[src/rtl/par_traffic_gen.sv]
// Parallel-flit traffic source: LFSR-paced injection of whole {hdr,payload,dest}
// flits into a router local port over valid/busy, with packet cap and counters.
module par_traffic_gen #(
    parameter int unsigned ID         = 0,
    parameter int unsigned DESTS      = 9,
    parameter int unsigned HDR_SZ     = 4,
    parameter int unsigned PL_SZ      = 8,
    parameter int unsigned ADDR_SZ    = 4,
    parameter int unsigned PIR        = 255,
    parameter int unsigned MODE       = 0,
    parameter int unsigned FIXED_DEST = 0,
    parameter int unsigned MAX_PKTS   = 0,
    parameter logic [15:0] SEED       = 16'hACE1
) (
    input  logic                              clk,
    input  logic                              reset,
    input  logic                              send,
    output logic [HDR_SZ+PL_SZ+ADDR_SZ-1:0]   data,
    output logic                              valid,
    input  logic                              busy,
    output logic                              done,
    output logic [31:0]                       sent_count,
    output logic [31:0]                       stall_count
);

    localparam int unsigned W           = HDR_SZ + PL_SZ + ADDR_SZ;
    localparam logic [15:0] SEED_X      = SEED ^ 16'(ID + 1);
    localparam logic [15:0] SEED_INIT   = (SEED_X == 16'h0000) ? 16'h0001 : SEED_X;
    localparam int unsigned MIRROR_DEST = DESTS - 1 - ID;
    localparam int unsigned NEIGH_DEST  = (ID + 1) % DESTS;
    // Centre node in mirror mode would target itself; it stays silent instead.
    localparam bit          MUTE        = (MODE == 2) && (MIRROR_DEST == ID);
    localparam logic [31:0] CNT_MAX     = 32'hFFFF_FFFF;

    typedef enum logic [1:0] {S_IDLE, S_PEND, S_DONE} state_t;

    state_t             state_q, state_d;
    logic [15:0]        lfsr_q, lfsr_d;
    logic [PL_SZ-1:0]   seq_q, seq_d;
    logic [W-1:0]       data_q, data_d;
    logic               valid_q, valid_d;
    logic               done_q, done_d;
    logic [31:0]        sent_q, sent_d;
    logic [31:0]        stall_q, stall_d;

    logic               rate_ok;
    logic               inj;
    logic               last_pkt;
    int unsigned        rnd_dest;
    logic [ADDR_SZ-1:0] dest;
    logic [PL_SZ-1:0]   seq_inc;

    assign data        = data_q;
    assign valid       = valid_q;
    assign done        = done_q;
    assign sent_count  = sent_q;
    assign stall_count = stall_q;

    // LFSR advance (x^16+x^14+x^13+x^11+1, Fibonacci form)
    always_comb begin
        lfsr_d = {lfsr_q[14:0], lfsr_q[15] ^ lfsr_q[13] ^ lfsr_q[12] ^ lfsr_q[10]};
    end

    // Injection decision, packet-cap detection and sequence increment
    always_comb begin
        rate_ok  = (PIR >= 255) || (32'(lfsr_q[7:0]) < PIR);
        inj      = send && !done_q && rate_ok && !MUTE;
        last_pkt = (MAX_PKTS != 0) && ((33'(sent_q) + 33'd1) == 33'(MAX_PKTS));
        seq_inc  = seq_q + PL_SZ'(1);
    end

    // Destination selection for the flit being loaded
    always_comb begin
        rnd_dest = 32'(lfsr_q[15:8]) % DESTS;
        if (rnd_dest == ID) begin
            rnd_dest = NEIGH_DEST;
        end
        case (MODE)
            1:       dest = ADDR_SZ'(FIXED_DEST);
            2:       dest = ADDR_SZ'(MIRROR_DEST);
            3:       dest = ADDR_SZ'(NEIGH_DEST);
            default: dest = ADDR_SZ'(rnd_dest);
        endcase
    end

    // FSM state register
    always_ff @(posedge clk or posedge reset) begin
        if (reset) begin
            state_q <= S_IDLE;
        end else begin
            state_q <= state_d;
        end
    end

    // FSM next-state logic
    always_comb begin
        state_d = state_q;
        case (state_q)
            S_IDLE: begin
                if (inj) begin
                    state_d = S_PEND;
                end
            end
            S_PEND: begin
                if (!busy) begin
                    if (last_pkt) begin
                        state_d = S_DONE;
                    end else if (!inj) begin
                        state_d = S_IDLE;
                    end
                end
            end
            S_DONE:  state_d = S_DONE;
            default: state_d = S_IDLE;
        endcase
    end

    // FSM output / datapath next values
    always_comb begin
        data_d  = data_q;
        valid_d = valid_q;
        done_d  = done_q;
        sent_d  = sent_q;
        stall_d = stall_q;
        seq_d   = seq_q;
        case (state_q)
            S_IDLE: begin
                if (inj) begin
                    data_d  = {HDR_SZ'(ID), seq_q, dest};
                    valid_d = 1'b1;
                end
            end
            S_PEND: begin
                if (busy) begin
                    stall_d = (stall_q == CNT_MAX) ? stall_q : stall_q + 32'd1;
                end else begin
                    sent_d = (sent_q == CNT_MAX) ? sent_q : sent_q + 32'd1;
                    seq_d  = seq_inc;
                    if (last_pkt) begin
                        valid_d = 1'b0;
                        done_d  = 1'b1;
                    end else if (inj) begin
                        data_d  = {HDR_SZ'(ID), seq_inc, dest};
                        valid_d = 1'b1;
                    end else begin
                        valid_d = 1'b0;
                    end
                end
            end
            S_DONE: begin
                valid_d = 1'b0;
                done_d  = 1'b1;
            end
            default: valid_d = 1'b0;
        endcase
    end

    // Datapath registers
    always_ff @(posedge clk or posedge reset) begin
        if (reset) begin
            lfsr_q  <= SEED_INIT;
            seq_q   <= '0;
            data_q  <= '0;
            valid_q <= 1'b0;
            done_q  <= 1'b0;
            sent_q  <= '0;
            stall_q <= '0;
        end else begin
            lfsr_q  <= lfsr_d;
            seq_q   <= seq_d;
            data_q  <= data_d;
            valid_q <= valid_d;
            done_q  <= done_d;
            sent_q  <= sent_d;
            stall_q <= stall_d;
        end
    end

endmodule

[config.mk]
export PLATFORM = sky130hd
export DESIGN_NAME = par_traffic_gen
export DESIGN_NICKNAME = d
export VERILOG_FILES = /design/src/rtl/par_traffic_gen.sv
export SDC_FILE = /design/constraint.sdc
export NUM_CORES = 1
export LEC_CHECK = 0
export CORE_ASPECT_RATIO = 1.75
export CORE_MARGIN = 1
export CORE_UTILIZATION = 50
export CTS_BUF_LIST = sky130_fd_sc_hd__clkbuf_4 sky130_fd_sc_hd__clkbuf_8
export DETAILED_ROUTE_END_ITERATION = 10
export DONT_BUFFER_PORTS = 1
export PLACE_DENSITY = 0.62
export SKIP_LAST_GASP = 1
export SYNTH_ARGS = -nofsm -noshare
export SYNTH_HDL_FRONTEND = slang
export SYNTH_SLANG_ARGS = --single-unit
export TNS_END_PERCENT = 50
[constraint.sdc]
create_clock -name clk -period 7.37 [get_ports clk]
set_clock_uncertainty 0.15 [all_clocks]
set_input_delay 1.474 -clock clk [delete_from_list [all_inputs] [get_ports clk]]
set_output_delay 1.474 -clock clk [all_outputs]
set_load 0.005 [all_outputs]
# Yosys cells after proc, flatten, opt, wreduce, memory -nomap -nowiden
# Index checks and enable logic that the tools add are counted.
# totals
word_cells	50
regBits	108
inputBits	4
output_inout_bits	82
# classes
addsub	3
mux	13
eq_ne	8
div_mod_pow	1
reduce_logical	11
bitwise	6
# op_table
op	count
$add A32 B1 Y32 const B	2
$eq A32 B32 Y1 const B	2
$mux W16	3
$logic_not A32 Y1	1
$mod A8 B4 Y32 const B	1
$pmux W16 S2	1
$reduce_and A3 Y1	3
$add A8 B1 Y8 const B	1
$ne A2 B2 Y1 const B	4
$mux W2	3
$pmux W2 S3	1
$mux W4	1
$reduce_and A2 Y1	2
$reduce_and A4 Y1	1
$mux W1	3
$not A1 Y1	3
$xor A1 B1 Y1	3
$eq A2 B1 Y1 const B	1
$eq A2 B2 Y1 const B	1
$logic_not A2 Y1	1
$pmux W1 S2	1
$reduce_bool A2 Y1	1
$logic_and A1 B1 Y1	1
$logic_not A1 Y1	1

# Depth between registers and ports, before layout
# Gate-level depths: netlist (run 1).
# logic_depth
depth_word	6
depth_mapped	27
mapped_depth_nobuf	25

# Least setup slack after synthesis (run 1)
# No wires, ideal clock.
# synth_timing
kind	reg2reg
startpoint	register lfsr_q[14]
endpoint	register data_q[0] (netlist: data[0])
setup_ps	139
path_slack_ps	867
period_less_slack_ps	6503
arrival_time_ps	6214
stages_incl_launch_ff	27
required_ps	7081
path_cell_list	dfrtp_1 > buf_6 > nor3_4 > inv_1 > ha_1 > nand2b_1 > a2111oi_4 > nor3_4 > mux2_4 > o211ai_1 > and2_2 > inv_1 > ha_1 > o21ai_0 > o21ai_0 > or2_1 > mux2_4 > nor3_2 > xnor2_1 > ha_1 > maj3_1 > a2bb2oi_1 > mux2i_2 > nor3_1 > xnor3_1 > a32oi_1 > o221ai_1
# synth_between
elab_chain_len	6
word_cells_on_any_way	7
cone_classes	1 x div; 5 x mux; 1 x reduce/logical
# synth_rtl
element	line	rtl
start: declaration	38	logic [15:0] lfsr_q, lfsr_d;
start signal: assignment	169	lfsr_q <= lfsr_d;
$mod A8 B4 Y32 *	74	rnd_dest = 32'(lfsr_q[15:8]) % DESTS;
$logic_not A32 Y1	75	if (rnd_dest == ID) begin
$mux W4 *	75	
$mux W16	142	end else if (inj) begin
$mux W16	134	if (busy) begin
$pmux W16 S2 *	126	case (state_q)
end signal: assignment	171	data_q <= data_d;
end: declaration	40	logic [W-1:0] data_q, data_d;
# Mark *: on every way between the ends. The rest lies on a longest branch, timed or not. The select of a mux whose other input is x is not followed.
# A chain may end at the register's enable or synchronous reset.

# Worst setup path after layout (run 1)
# Same ends and word-level chain as after synthesis.

==> results of run 1 <==
-- path summary, 6_finish.rpt --
kind                                                to  slack, ns  cells past startpoint
max                                data[0]$_DFFE_PP0P_       0.45                     25
max in group asynchronous         seq_q[0]$_DFFE_PP0P_       5.02                      2
min reg2reg                        lfsr_q[1]$_DFF_PP0_       0.21                      0
min                                lfsr_q[1]$_DFF_PP0_       0.21                      0
min in group asynchronous  stall_count[11]$_DFFE_PP0P_       0.79                      1
max reg2reg                        data[0]$_DFFE_PP0P_       0.45                     25
-- placed cells by master, fill, tap and decap left out, drive strengths merged, types with 10 or more instances in the layout --
cell	n
nand4	10
inv	22
xor2	24
nand2	59
nor2	42
and3	16
nor3	20
dfrtp	97
a21oi	19
xnor2	65
mux2i	10
nand3	32
o21ai	25
-- state kept, by name (all words and copies together), names as in the netlist --
register	cells
valid	1
lfsr_q	16
data	12
sent_count	32
done	1
seq_q	8
stall_count	32
state_q	2
-- cell usage after synthesis (3+ instances only) --
master     n  area share, %
nor2_1    42            2.6
a21oi_1   17            1.4
mux2_2     4           0.75
nand4_1   10            1.0
a21o_1     8            1.0
buf_2      6           0.50
inv_1     19            1.2
o21ai_0   20            1.7
and2_1     7           0.73
nand2b_1   8           0.83
o21ai_1    3           0.25
a31oi_1    9           0.94
a221oi_1   3           0.44
o22ai_1    3           0.31
o211ai_1   5           0.62
dfrtp_1   97             40
xnor2_1   64            9.3
and3_1    16            1.7
nor3_1    17            1.4
clkbuf_1   7           0.44
and4_1     7            1.0
or2_2      7           0.73
buf_4      5           0.62
nand3_1   32            2.7
ha_1       8            1.7
mux2i_1    8            1.3
nor2b_1    5           0.52
o31ai_1    7           0.87
a211oi_1   5           0.62
xor2_1    24            3.5
nand2_1   58            3.6
dfstp_2    7            3.1
-- power by group through the flow --
stage                     registers, uW  clock network, uW  logic, uW
after global routing                763                360        181
after CTS                           750                338        156
after global placement              756                  0        148
after detailed placement            760                  0        156
after floorplan                     727                  0        132
final                               746                326        153
-- repair_timing --
| action | in CTS | in global routing |
|---|---|---|
| endpoints found under the hold margin | 0 | 0 |
| endpoints found under the setup margin | 0 | 3 |
| gates resized for setup | 0 | 1 |
| buffers inserted | 0 | 1 |
| hold buffers | 0 | 0 |
-- metal layers --
metal / GRT usage (%) / wire (um) / vias to the layer above
met5: 0 / 0 / -
met4: 12.1 / 604 / 0
met3: 4.78 / 680 / 43
met2: 45.7 / 7960 / 155
met1: 26.0 / 5270 / 2235
li1: - / - / 2137
-- cells by family (layout without fill, tap and decap cells) --
kind of cell | Yosys count | after routing | synth area share (%)
buf+inv | 41 | 41 | 3.24
fa+ha+maj | 9 | 9 | 1.83
flops | 104 | 104 | 43.4
other cells | 1 | 4 | 0.0623
mux | 17 | 17 | 3.22
simple gates | 230 | 230 | 20.1
compound gates | 115 | 115 | 14.7
xor+xnor | 90 | 90 | 13.5
-- stage by stage --
stage               hold WS (ns)  std cells  cell area [um2]  TNS, ns
floorplan                  0.181        610             6030        0
global placement           0.193        728             6110        0
CTS                        0.211        744             6290        0
global route               0.220        745             6300  -0.0579
detailed placement         0.186        728             6110        0
finish                     0.211        745             6300        0
-- layout make-up --
type                            instances  area share (%)
Sequential cell                       104            41.4
Timing Repair Buffer                    5           0.596
Clock buffer                            9            1.97
Tap cell                              135            2.68
Clock inverter                          7           0.874
Inverter                               20            1.23
Multi-Input combinational cell        465            51.2
==> results.ini, run 1 <==
[run_status]
outcome=completed

[sta]
fin_ws_ns=0.449
rsz0062_at_grt=true
tightest_slew_ns=0.950
setup_viol=0
finalCritPeriodShare_pct=93.9
hold_viol_final=0
timing.fmax_ghz=0.144
period_minus_slack_ns=6.92
finalMaxSlewViolations=0
maxSlewHeadroom_pct=36.7

[worst_setup_path]
crit_slowest_cell=dfrtp_1
worstPathMaxFanout=12
crit_buf_inv=2
cp-end-kind=register
crit_start=lfsr_q[14]$_DFF_PP0_
arrival_ns=7.00
rr_startpoint=lfsr_q[14]$_DFF_PP0_
criticalPathCategory=register to register
critPathMostFrequentCell=ha_1
cp_top_family=simple AND/OR/NAND/NOR gates
cpPeakStageDelay_ns=0.53
cp-start-kind=register
critical_path_required_ns=7.45

[floorplan]
die_width_um=84.9
rows=52
core_um2=11600
io_pins=86
fp.dieH_um=147
initial_core_util_pct=51.7
dieArea_um2=12500

[placed_design]
place_congestion=1.04
port_buffers=0
post-place-ws_ns=0.454
dp_hpwl_mm=11.0

[cells_and_area]
area_delta_synth_final_pct=4.72
fill_cells=1046
utilization_pct=54.1
multi_input_area_um2=3230
diodes=0
ff_latch_area_um2=2610
nets=617
drive_gt1_share_pct=11.5

[power]
fin_total_pwr_uw=1220
internal-power_uw=848
power_switching_uw=377
pwr-share-comb_pct=12.5
seq_power_share_pct=61.0
power.density_nw_per_um2=194
vdd.ir_drop.worst_mv=0.147
pwr-share-clk_pct=26.6
switching_share_pct=30.8
p_leak_uw=0.00272

[hold_path]
hp-start=lfsr_q[0]$_DFF_PP0_
hold_path.class=register to register

[drt]
antenna_left=0
routed_wl_mm=14.5
drt-initial-drc-count=166
routed_via_density=6.13
vias=4570
drtPass1Iterations=7
wl_per_cell_um=19.5
drc_errors=0

[job]
maxCapViolations=0

[synth]
yosysSeqAreaShare_pct=43.4
synth_edf_count=0
synth_warnings=0
synth_ff_type=dfrtp_1
synth_area_um2=6020
syn_avg_cell_area_um2=9.91
yosysUniqueCellTypes=87
ys_async_sr_fraction_pct=100
synthCells=607
ys_ff_latch=104

[global_routing]
grt_max_degree=80
grt_pass1_wl_mm=24.0
grtUsageTotal_pct=24.6
grt.overflow.total=0
grt_pass1_vias=4757
antenna_found_initial=0

[cts]
cts.sinks=104
max-clock-path-buffers=2
cts_buffers=9
path_clk_slew_ns=0.10
clockRootBuffer=clkbuf_8
insertion_delay_ns=0.37
cts_tree=yes
htree_levels=3

No activity file was read; power rests on OpenSTA's default activity.
==> run 2, diff against run 1 <==
--- a/config.mk
+++ b/config.mk
@@ -8,9 +8,9 @@
 export CORE_ASPECT_RATIO = 1.75
 export CORE_MARGIN = 1
 export CORE_UTILIZATION = 50
-export CTS_BUF_LIST = sky130_fd_sc_hd__clkbuf_4 sky130_fd_sc_hd__clkbuf_8
 export DETAILED_ROUTE_END_ITERATION = 10
 export DONT_BUFFER_PORTS = 1
+export HOLD_SLACK_MARGIN = 0.02
 export PLACE_DENSITY = 0.62
 export SKIP_LAST_GASP = 1
 export SYNTH_ARGS = -nofsm -noshare
==> run 2 against run 1 <==
Effect of this change: final cell count unchanged; global-route usage is 0.11 points higher; non-clock buffer count did not move; critical path type unchanged; power increased by 10%; flip-flop and latch count stayed put; largest cell class unchanged; count of clock-buffer cells in the layout stayed put; critical endpoint unchanged; clock power up 38%; sequential power about the same.
==> results.ini, run 2 (synthesized netlist as in run 1, its figures left out) <==
[run_status]
outcome=completed

[global_routing]
grt.overflow.total=0
antenna_found_initial=0
grtUsageTotal_pct=24.7
grt_max_degree=80
grt_pass1_wl_mm=24.1
grt_pass1_vias=4774

[power]
internal-power_uw=954
power_switching_uw=394
seq_power_share_pct=55.4
power.density_nw_per_um2=211
pwr-share-clk_pct=33.3
vdd.ir_drop.worst_mv=0.154
p_leak_uw=0.00276
switching_share_pct=29.2
pwr-share-comb_pct=11.3
fin_total_pwr_uw=1350

[worst_setup_path]
cp-start-kind=register
critical_path_required_ns=7.42
rr_startpoint=lfsr_q[14]$_DFF_PP0_
reg2reg_slack_ns=0.42
cp-end-kind=register
rr_worst_depth=25
r2r-end=data[0]$_DFFE_PP0P_
worstPathMaxFanout=12
criticalPathCategory=register to register
arrival_ns=7.00

[cts]
cts_buffers=9
cts.sinks=104
htree_levels=3
max-clock-path-buffers=2
clockRootBuffer=clkbuf_16
path_clk_slew_ns=0.07
insertion_delay_ns=0.35
cts_tree=yes

[sta]
setup_viol=0
hold_viol_final=0
tightest_slew_ns=0.955
finalMaxSlewViolations=0
maxSlewHeadroom_pct=36.4
fin_tns_setup_ns=0
finalCritPeriodShare_pct=94.3
period_minus_slack_ns=6.95
rsz0062_at_grt=true
timing.fmax_ghz=0.144

[hold_path]
hold_path.class=register to register
min_path_cells=0
hp-start=lfsr_q[2]$_DFF_PP0_
min_to=lfsr_q[3]$_DFF_PP0_

[drt]
drt-initial-drc-count=155
antenna_left=0
vias=4578
drtPass1Iterations=7
routed_wl_mm=14.6
wl_per_cell_um=19.6
routed_via_density=6.14
drc_errors=0

[cells_and_area]
utilization_pct=55.0
nets=617
diodes=0
fin_cells=745
final_cell_area_um2=6400
area_delta_synth_final_pct=6.40
final_common_cell=dfrtp_1
drive_gt1_share_pct=11.5
most-common-layout-cells=dfrtp_1, xnor2_1, nand2_1

[floorplan]
dieArea_um2=12500
io_pins=86
die_width_um=84.9
core_um2=11600
rows=52
fp.dieH_um=147
initial_core_util_pct=51.7

[placed_design]
dp_hpwl_mm=11.0
port_buffers=0
place_congestion=1.04
placed_cell_area_um2=6110
place_inst=728

[job]
maxCapViolations=0

-- run 2: cell count changes in the layout (fill, tap and decap cells not counted) --
cell | previous run | this run
clkbuf_16 | 0 | 9
clkbuf_8 | 9 | 0
-- run 2: area by class of cell --
cell class	count	area (um2)
Tap cell	135	169
Sequential cell	104	2610
Clock buffer	9	225
Multi-Input combinational cell	465	3230
Timing Repair Buffer	5	37.5
Inverter	20	77.6
Clock inverter	7	55.1
Fill cell	1036	5240
-- run 2: worst max path at each step --
stage | start | end | depth (start not counted)
2_1_floorplan | lfsr_q[14]$_DFF_PP0_ | data[0]$_DFFE_PP0P_ | 26
3_3_place_gp | lfsr_q[14]$_DFF_PP0_ | data[0]$_DFFE_PP0P_ | 25
3_5_place_dp | lfsr_q[14]$_DFF_PP0_ | data[1]$_DFFE_PP0P_ | 25
4_1_cts | lfsr_q[14]$_DFF_PP0_ | data[0]$_DFFE_PP0P_ | 25
5_1_grt | lfsr_q[14]$_DFF_PP0_ | data[0]$_DFFE_PP0P_ | 25
6_report | lfsr_q[14]$_DFF_PP0_ | data[0]$_DFFE_PP0P_ | 25
-- run 2: worst max-delay path, cell delays in order, from the launching register on --
cell and delay (ns):
dfrtp_1 0.53, nor3_4 0.35, inv_1 0.08, ha_1 0.37
nand2b_1 0.23, a2111oi_4 0.53, nor3_4 0.14, mux2_4 0.38
o211ai_1 0.32, and2_2 0.26, inv_1 0.08, ha_1 0.19
o21ai_0 0.15, o21ai_0 0.13, or2_1 0.28, mux2_4 0.32
nor3_2 0.25, xnor2_1 0.17, ha_1 0.28, maj3_1 0.36
a2bb2oi_1 0.14, mux2i_2 0.31, nor3_1 0.13, xnor3_1 0.35
a32oi_1 0.19, o221ai_1 0.12
-- run 2: metal layers --
layer	vias to the layer above	GRT usage, %	share of wire, %
met4	0	12.3	4.2
li1	2139	-	-
met1	2259	26.1	37
met2	138	45.9	55
met5	-	0	0
met3	42	4.72	4.7
-- run 2: power groups by stage --
| stage | registers [uW] | clock network [uW] | logic, uW |
|---|---|---|---|
| global route | 763 | 483 | 181 |
| finish | 747 | 449 | 152 |
| CTS | 750 | 460 | 156 |
| detailed placement | 760 | 0 | 156 |
| global placement | 756 | 0 | 148 |
| floorplan | 727 | 0 | 132 |
-- run 2: repair_timing --
item,CTS,global route
setup buffers,0,1
resized for setup,0,1
endpoints found under the setup margin,0,2
hold buffers,0,0
-- run 2: per-stage QoR --
stage                     setup slack, ns  hold WS, ns
after detailed placement            0.454        0.186
after global routing              -0.0575        0.214
after floorplan                     0.867        0.181
final                               0.418        0.205
after CTS                           0.418        0.203
after global placement              0.624        0.193
